File: src/rtl/reg_scoreboard_if.sv
// Shared types and the decode/scoreboard issue+writeback interface.
package reg_scoreboard_pkg;
  typedef logic [4:0] reg_t;
  typedef enum logic [2:0] {
    op_none = 3'd0,
    op_add  = 3'd1,
    op_sub  = 3'd2,
    op_and  = 3'd3,
    op_or   = 3'd4,
    op_ld   = 3'd5
  } alu_opcode_t;
endpackage

interface reg_scoreboard_if;
  import reg_scoreboard_pkg::*;

  logic        issue_valid_i;
  logic        issue_ready_o;
  alu_opcode_t issue_opcode_i;
  reg_t        issue_src1_i;
  reg_t        issue_src2_i;
  reg_t        issue_dst_i;
  logic        wb_valid_i;
  reg_t        wb_dst_i;
  logic        flush_i;

  // Decode side drives issue/writeback/flush, sees ready.
  modport master (
    output issue_valid_i, issue_opcode_i, issue_src1_i, issue_src2_i, issue_dst_i,
    output wb_valid_i, wb_dst_i, flush_i,
    input  issue_ready_o
  );

  // Scoreboard side.
  modport slave (
    input  issue_valid_i, issue_opcode_i, issue_src1_i, issue_src2_i, issue_dst_i,
    input  wb_valid_i, wb_dst_i, flush_i,
    output issue_ready_o
  );
endinterface

File: src/rtl/reg_scoreboard.sv
// Register scoreboard: per-register pending-writer counters gating issue,
// with in-flight occupancy, stall statistics and a sticky spurious-writeback flag.
module reg_scoreboard
  import reg_scoreboard_pkg::*;
#(
  parameter int unsigned NUM_REGS = 32,
  parameter int unsigned CNT_W    = 2,
  parameter int unsigned STALL_W  = 16,
  localparam int unsigned INFL_W  = $clog2(NUM_REGS * (2**CNT_W - 1) + 1)
) (
  input  logic               clk,
  input  logic               rst,
  reg_scoreboard_if.slave    sb,
  output logic               stall_o,
  output logic [INFL_W-1:0]  inflight_o,
  output logic [STALL_W-1:0] stall_cnt_o,
  output logic               wb_err_o
);

  localparam logic [CNT_W-1:0] CNT_MAX = '1;

  logic [CNT_W-1:0]   r_pend [NUM_REGS];
  logic [INFL_W-1:0]  r_inflight;
  logic [STALL_W-1:0] r_stall_cnt;
  logic               r_wb_err;

  logic                w_ready;
  logic                w_fire;
  logic                w_same;
  logic                w_inc;
  logic                w_dec;
  logic                w_err;
  logic [NUM_REGS-1:0] w_inc_vec;
  logic [NUM_REGS-1:0] w_dec_vec;

  // Issue readiness from registered pend state only (no writeback forwarding).
  always_comb begin
    w_ready = 1'b0;
    if (!rst && !sb.flush_i) begin
      case (sb.issue_opcode_i)
        op_none: w_ready = 1'b1;
        op_add:  w_ready = (r_pend[sb.issue_src1_i] == '0) &&
                           (r_pend[sb.issue_src2_i] == '0) &&
                           (r_pend[sb.issue_dst_i] != CNT_MAX);
        default: w_ready = (r_pend[sb.issue_dst_i] != CNT_MAX);
      endcase
    end
  end

  assign sb.issue_ready_o = w_ready;
  assign stall_o          = sb.issue_valid_i && !w_ready && !rst;

  // Per-register increment/decrement; fire and wb to one register cancel out.
  always_comb begin
    w_fire    = sb.issue_valid_i && w_ready && (sb.issue_opcode_i != op_none);
    w_same    = w_fire && sb.wb_valid_i && (sb.issue_dst_i == sb.wb_dst_i);
    w_inc     = w_fire && !w_same;
    w_dec     = sb.wb_valid_i && !w_same && (r_pend[sb.wb_dst_i] != '0);
    w_err     = sb.wb_valid_i && !w_same && (r_pend[sb.wb_dst_i] == '0);
    w_inc_vec = '0;
    w_dec_vec = '0;
    w_inc_vec[sb.issue_dst_i] = w_inc;
    w_dec_vec[sb.wb_dst_i]    = w_dec;
  end

  // Pending counters, occupancy, stall statistics and error flag.
  always_ff @(posedge clk) begin
    if (rst) begin
      for (int unsigned r = 0; r < NUM_REGS; r++) r_pend[r] <= '0;
      r_inflight  <= '0;
      r_stall_cnt <= '0;
      r_wb_err    <= 1'b0;
    end else begin
      if (stall_o && (r_stall_cnt != '1)) r_stall_cnt <= r_stall_cnt + STALL_W'(1);
      if (sb.flush_i) begin
        for (int unsigned r = 0; r < NUM_REGS; r++) r_pend[r] <= '0;
        r_inflight <= '0;
      end else begin
        for (int unsigned r = 0; r < NUM_REGS; r++)
          r_pend[r] <= r_pend[r] + CNT_W'(w_inc_vec[r]) - CNT_W'(w_dec_vec[r]);
        r_inflight <= r_inflight + INFL_W'(w_inc) - INFL_W'(w_dec);
        if (w_err) r_wb_err <= 1'b1;
      end
    end
  end

  assign inflight_o  = r_inflight;
  assign stall_cnt_o = r_stall_cnt;
  assign wb_err_o    = r_wb_err;

endmodule

File: src/flat_wrapper.sv
// flat-port wrapper written by rule: the top's interface ports become plain ports
module reg_scoreboard_flat import reg_scoreboard_pkg::*;
#(
  parameter int unsigned NUM_REGS = 32,
  parameter int unsigned CNT_W    = 2,
  parameter int unsigned STALL_W  = 16,
  localparam int unsigned INFL_W  = $clog2(NUM_REGS * (2**CNT_W - 1) + 1)
)
  (clk, rst, stall_o, inflight_o, stall_cnt_o, wb_err_o, sb_issue_valid_i, sb_issue_opcode_i, sb_issue_src1_i, sb_issue_src2_i, sb_issue_dst_i, sb_wb_valid_i, sb_wb_dst_i, sb_flush_i, sb_issue_ready_o);
  reg_scoreboard_if sb_i ();
  input  logic clk;
  input  logic rst;
  output logic stall_o;
  output logic [INFL_W-1:0] inflight_o;
  output logic [STALL_W-1:0] stall_cnt_o;
  output logic wb_err_o;
  input wire logic [$bits(sb_i.issue_valid_i)-1:0] sb_issue_valid_i;
  input wire logic [$bits(sb_i.issue_opcode_i)-1:0] sb_issue_opcode_i;
  input wire logic [$bits(sb_i.issue_src1_i)-1:0] sb_issue_src1_i;
  input wire logic [$bits(sb_i.issue_src2_i)-1:0] sb_issue_src2_i;
  input wire logic [$bits(sb_i.issue_dst_i)-1:0] sb_issue_dst_i;
  input wire logic [$bits(sb_i.wb_valid_i)-1:0] sb_wb_valid_i;
  input wire logic [$bits(sb_i.wb_dst_i)-1:0] sb_wb_dst_i;
  input wire logic [$bits(sb_i.flush_i)-1:0] sb_flush_i;
  output wire logic [$bits(sb_i.issue_ready_o)-1:0] sb_issue_ready_o;
  assign sb_i.issue_valid_i = sb_issue_valid_i;
  assign sb_i.issue_opcode_i = sb_issue_opcode_i;
  assign sb_i.issue_src1_i = sb_issue_src1_i;
  assign sb_i.issue_src2_i = sb_issue_src2_i;
  assign sb_i.issue_dst_i = sb_issue_dst_i;
  assign sb_i.wb_valid_i = sb_wb_valid_i;
  assign sb_i.wb_dst_i = sb_wb_dst_i;
  assign sb_i.flush_i = sb_flush_i;
  assign sb_issue_ready_o = sb_i.issue_ready_o;
  reg_scoreboard #(.NUM_REGS(NUM_REGS), .CNT_W(CNT_W), .STALL_W(STALL_W)) u_core (.clk(clk), .rst(rst), .sb(sb_i), .stall_o(stall_o), .inflight_o(inflight_o), .stall_cnt_o(stall_cnt_o), .wb_err_o(wb_err_o));
endmodule
File: config.mk
export PLATFORM = sky130hd
export DESIGN_NAME = reg_scoreboard_flat
export DESIGN_NICKNAME = d
export VERILOG_FILES = /design/src/rtl/reg_scoreboard_if.sv /design/src/rtl/reg_scoreboard.sv /design/src/flat_wrapper.sv
export SDC_FILE = /design/constraint.sdc
export NUM_CORES = 1
export LEC_CHECK = 0
export CAP_MARGIN = 10
export CORE_ASPECT_RATIO = 2
export CORE_MARGIN = 4
export CORE_UTILIZATION = 30
export CTS_CLUSTER_DIAMETER = 80
export CTS_CLUSTER_SIZE = 25
export DETAILED_ROUTE_END_ITERATION = 7
export MAX_ROUTING_LAYER = met4
export PLACE_DENSITY = 0.55
export SYNTH_ARGS = -nofsm -noshare
export SYNTH_HDL_FRONTEND = slang
export SYNTH_SLANG_ARGS = --single-unit
File: constraint.sdc
create_clock -name clk -period 10.7 [get_ports clk]
set_input_delay 2.14 -clock clk [delete_from_list [all_inputs] [get_ports clk]]
set_output_delay 2.14 -clock clk [all_outputs]
set_load 0.01 [all_outputs]
==> key figures <==
Place
  – Routability cong.: approximately 0.94
  – HPWL after detailed placement: around 17 mm
  – Placed Instances: 1177
  – I/O Buffers: between 50 and 60

Floorplan
  – Die footprint: between 20000 and 30000 sq um
  – Rows: about 80
  – Overall die width: 119.2 um
  – Num ports: 54
  – Die Ht: between 200 and 250 um
  – Initial cell density of the core: between 30% and 40%
  – Core Region: between 20000 and 25000 sq um

Synthesis
  – FFs w/ async S/R, synth: 0%
  – Flops & latches, synth: slightly below 90
  – Largest area contributor in the synthesized netlist: edfxtp_1
  – Avg Cell Area, Syn: just under 10 sq um
  – Most instantiated library cell after synthesis: nor2_1
  – Register area share after synthesis: between 30% and 40%
  – Gate Count Post-Synth: just under 800
  – Post-synth top cells: nor2_1, ha_1, inv_1
  – Main synth FF type: edfxtp_1
  – Netlist cell types: 56
  – Area contributors post-synth: edfxtp_1, ha_1, mux4_2, dfxtp_1, mux2i_1
  – Number of synthesized flops with an enable pin: between 60 and 70
  – Mapped Area: 7422 sq um
  – Ys Warns: 0
  – Synth top area share: about a quarter

Routing
  – Drt pass-1 iters: 4
  – Post-route ant nets: 0
  – Avg WL per Cell: ~19 um
  – DRC errors left: 0
  – WL final: between 20 and 25 mm
  – Starting DRT DRC Count: ~320
  – Routed via count: roughly 6000
  – Via density: a little over 5

Power and ir drop
  – Maximum vdd drop: 0.00007689 V
  – Pwr Total: 0.9405 mW
  – Power per cell area: 107.9 nW/um^2
  – Pleak: 3.820 nW

Clocking
  – Root Buffer: clkbuf_16
  – CTS tree: done
  – Longest Clk Path Bufs: 2
  – Setup bufs post-CTS: 0
  – Clock transition at the registers of the reported paths: about 70 ps
  – Cts repair resizes: 0
  – CTS buffer count: 9
  – Skew-Pair Late Insertion Delay: around 370 ps
  – Sink Count: between 80 and 90
  – # hold bufs at CTS: 0
  – H-tree depth: 3

Cells and area
  – Nets: 956
  – Final core utilization: between 30% and 40%
  – Layout cells sized above 1: under 10%
  – Multi-input gate area: between 4000 and 5000 sq um
  – Non-Filler Instances: 1193
  – # fillers: roughly 2500
  – Sequential cell area: 2382 sq um
  – Area delta synth->final: 17.38%
  – Antenna cells: 0

Global route
  – Vias in the first global route: 6126
  – GRT Residual Overflow: 0
  – Largest net degree at the start of global routing: between 60 and 70
  – Initial antenna violation count: 0
  – GRT Util Overall: around 17%
  – First-pass GRT wire length: around 34 mm

STA
  – Hold Fails Final Rpt: 0
  – Max_slew headroom: 24.15%
  – Period utilization: 72.93%
  – Final min period: ~7800 ps
  – Tightest Pin Transition: ~1100 ps
  – Setup TNS: 0 ps
  – Fmax: roughly 130 MHz
  – Fin Hold WS: between 500 and 600 ps
  – Final slew viol count: 0
  – RSZ-0062 raised after global routing: no
  – Final Skew: around 11 ps
  – Final setup viols: 0

Run
  – Max-capacitance violation count: 0

Setup path
  – Startpoint types: input pin
  – Critical Path AT: 5660 ps
  – Worst setup path class: input pin to primary output
  – Setup crit end kind: primary output
  – Worst-path maximum fanout: 30
  – R2r setup slk: slightly below 6000 ps
  – Worst EP required: roughly 8600 ps

Run status
  – Status: completed

Min path
  – Hold Crit Class: flip-flop to flip-flop
power breakdown:
part	switching (mW)	internal, mW	leakage, nW
clock network	0.147	0.187	0.146
logic	0.108	0.0911	2.83
registers	0.0233	0.385	0.848
final cells by class:
| type | count | share of cell area (%) |
|---|---|---|
| Tap cell | 332 | 4.768 |
| Multi-Input combinational cell | 628 | 54.79 |
| Sequential cell | 88 | 27.34 |
| Clock inverter | 4 | 0.3734 |
| Timing Repair Buffer | 58 | 6.463 |
| Inverter | 71 | 3.059 |
| Clock buffer | 12 | 3.203 |
cells in the final DEF (no fill, tap or decap), types with 19 or more instances in the layout:
cell / n
nor2_1: 89
ha_1: 71
inv_1: 70
edfxtp_1: 62
conb_1: 62
clkdlybuf4s50_1: 52
xnor2_1: 41
mux2i_1: 37
and2_1: 36
xor2_1: 35
nor3_1: 30
dfxtp_1: 26
mux4_2: 24
and3_1: 23
o22ai_1: 20
nor3b_1: 19
metrics by stage:
| step | cell area, sq um | worst slack (ps) |
|---|---|---|
| 6_report | 8712 | 2896 |
| 2_1_floorplan | 7651 | 4418 |
| 4_1_cts | 8712 | 2927 |
| 5_1_grt | 8712 | 2672 |
| 3_3_place_gp | 8401 | 2985 |
| 3_5_place_dp | 8401 | 2938 |
flip-flops by register name, indices dropped and copies added (netlist names):
register and count:
u_core.inflight_o 7, u_core.r_pend 64, u_core.stall_cnt_o 16, u_core.wb_err_o 1
metal layers:
layer,track usage (%),share of wire [%],up-vias
li1,-,-,2846
met1,15.60,33,2909
met2,31.27,55,194
met3,2.550,3.9,81
met4,13.02,8.1,0
met5,-,0,-
kinds of logic (layout without fill, tap and decap cells):
kind of cell | after synthesis | after routing | synth area share [%]
AND/OR/NAND/NOR | 297 | 297 | 22.05
buffers and inverters | 116 | 145 | 6.777
flip-flops | 88 | 88 | 32.10
XOR/XNOR | 76 | 76 | 8.968
adder cells (fa/ha/maj) | 72 | 72 | 12.24
multiplexers | 65 | 65 | 12.88
AO/OA/AOI/OAI | 56 | 56 | 4.939
other | 1 | 62 | 0.05052
critical path, stage by stage:
cell,delay [ps]
clkdlybuf4s50_1,830
nand3b_1,330
o22ai_1,150
nor4_1,350
nor3_1,80
or3_1,370
or3_4,420
inv_2,360
clkdlybuf4s50_1,620
path summary, 6_finish.rpt:
kind	to	startpoint	cells past startpoint
max reg2reg	u_core.inflight_o[6]$_SDFF_PN0_	u_core.r_pend[2][1]$_SDFFCE_PN0P_	18
min reg2reg	u_core.wb_err_o$_SDFFE_PP0P_	u_core.wb_err_o$_SDFFE_PP0P_	1
max	sb_issue_ready_o	sb_issue_dst_i[4]	9
min	u_core.wb_err_o$_SDFFE_PP0P_	u_core.wb_err_o$_SDFFE_PP0P_	1
(Power assumes the default switching activity.)
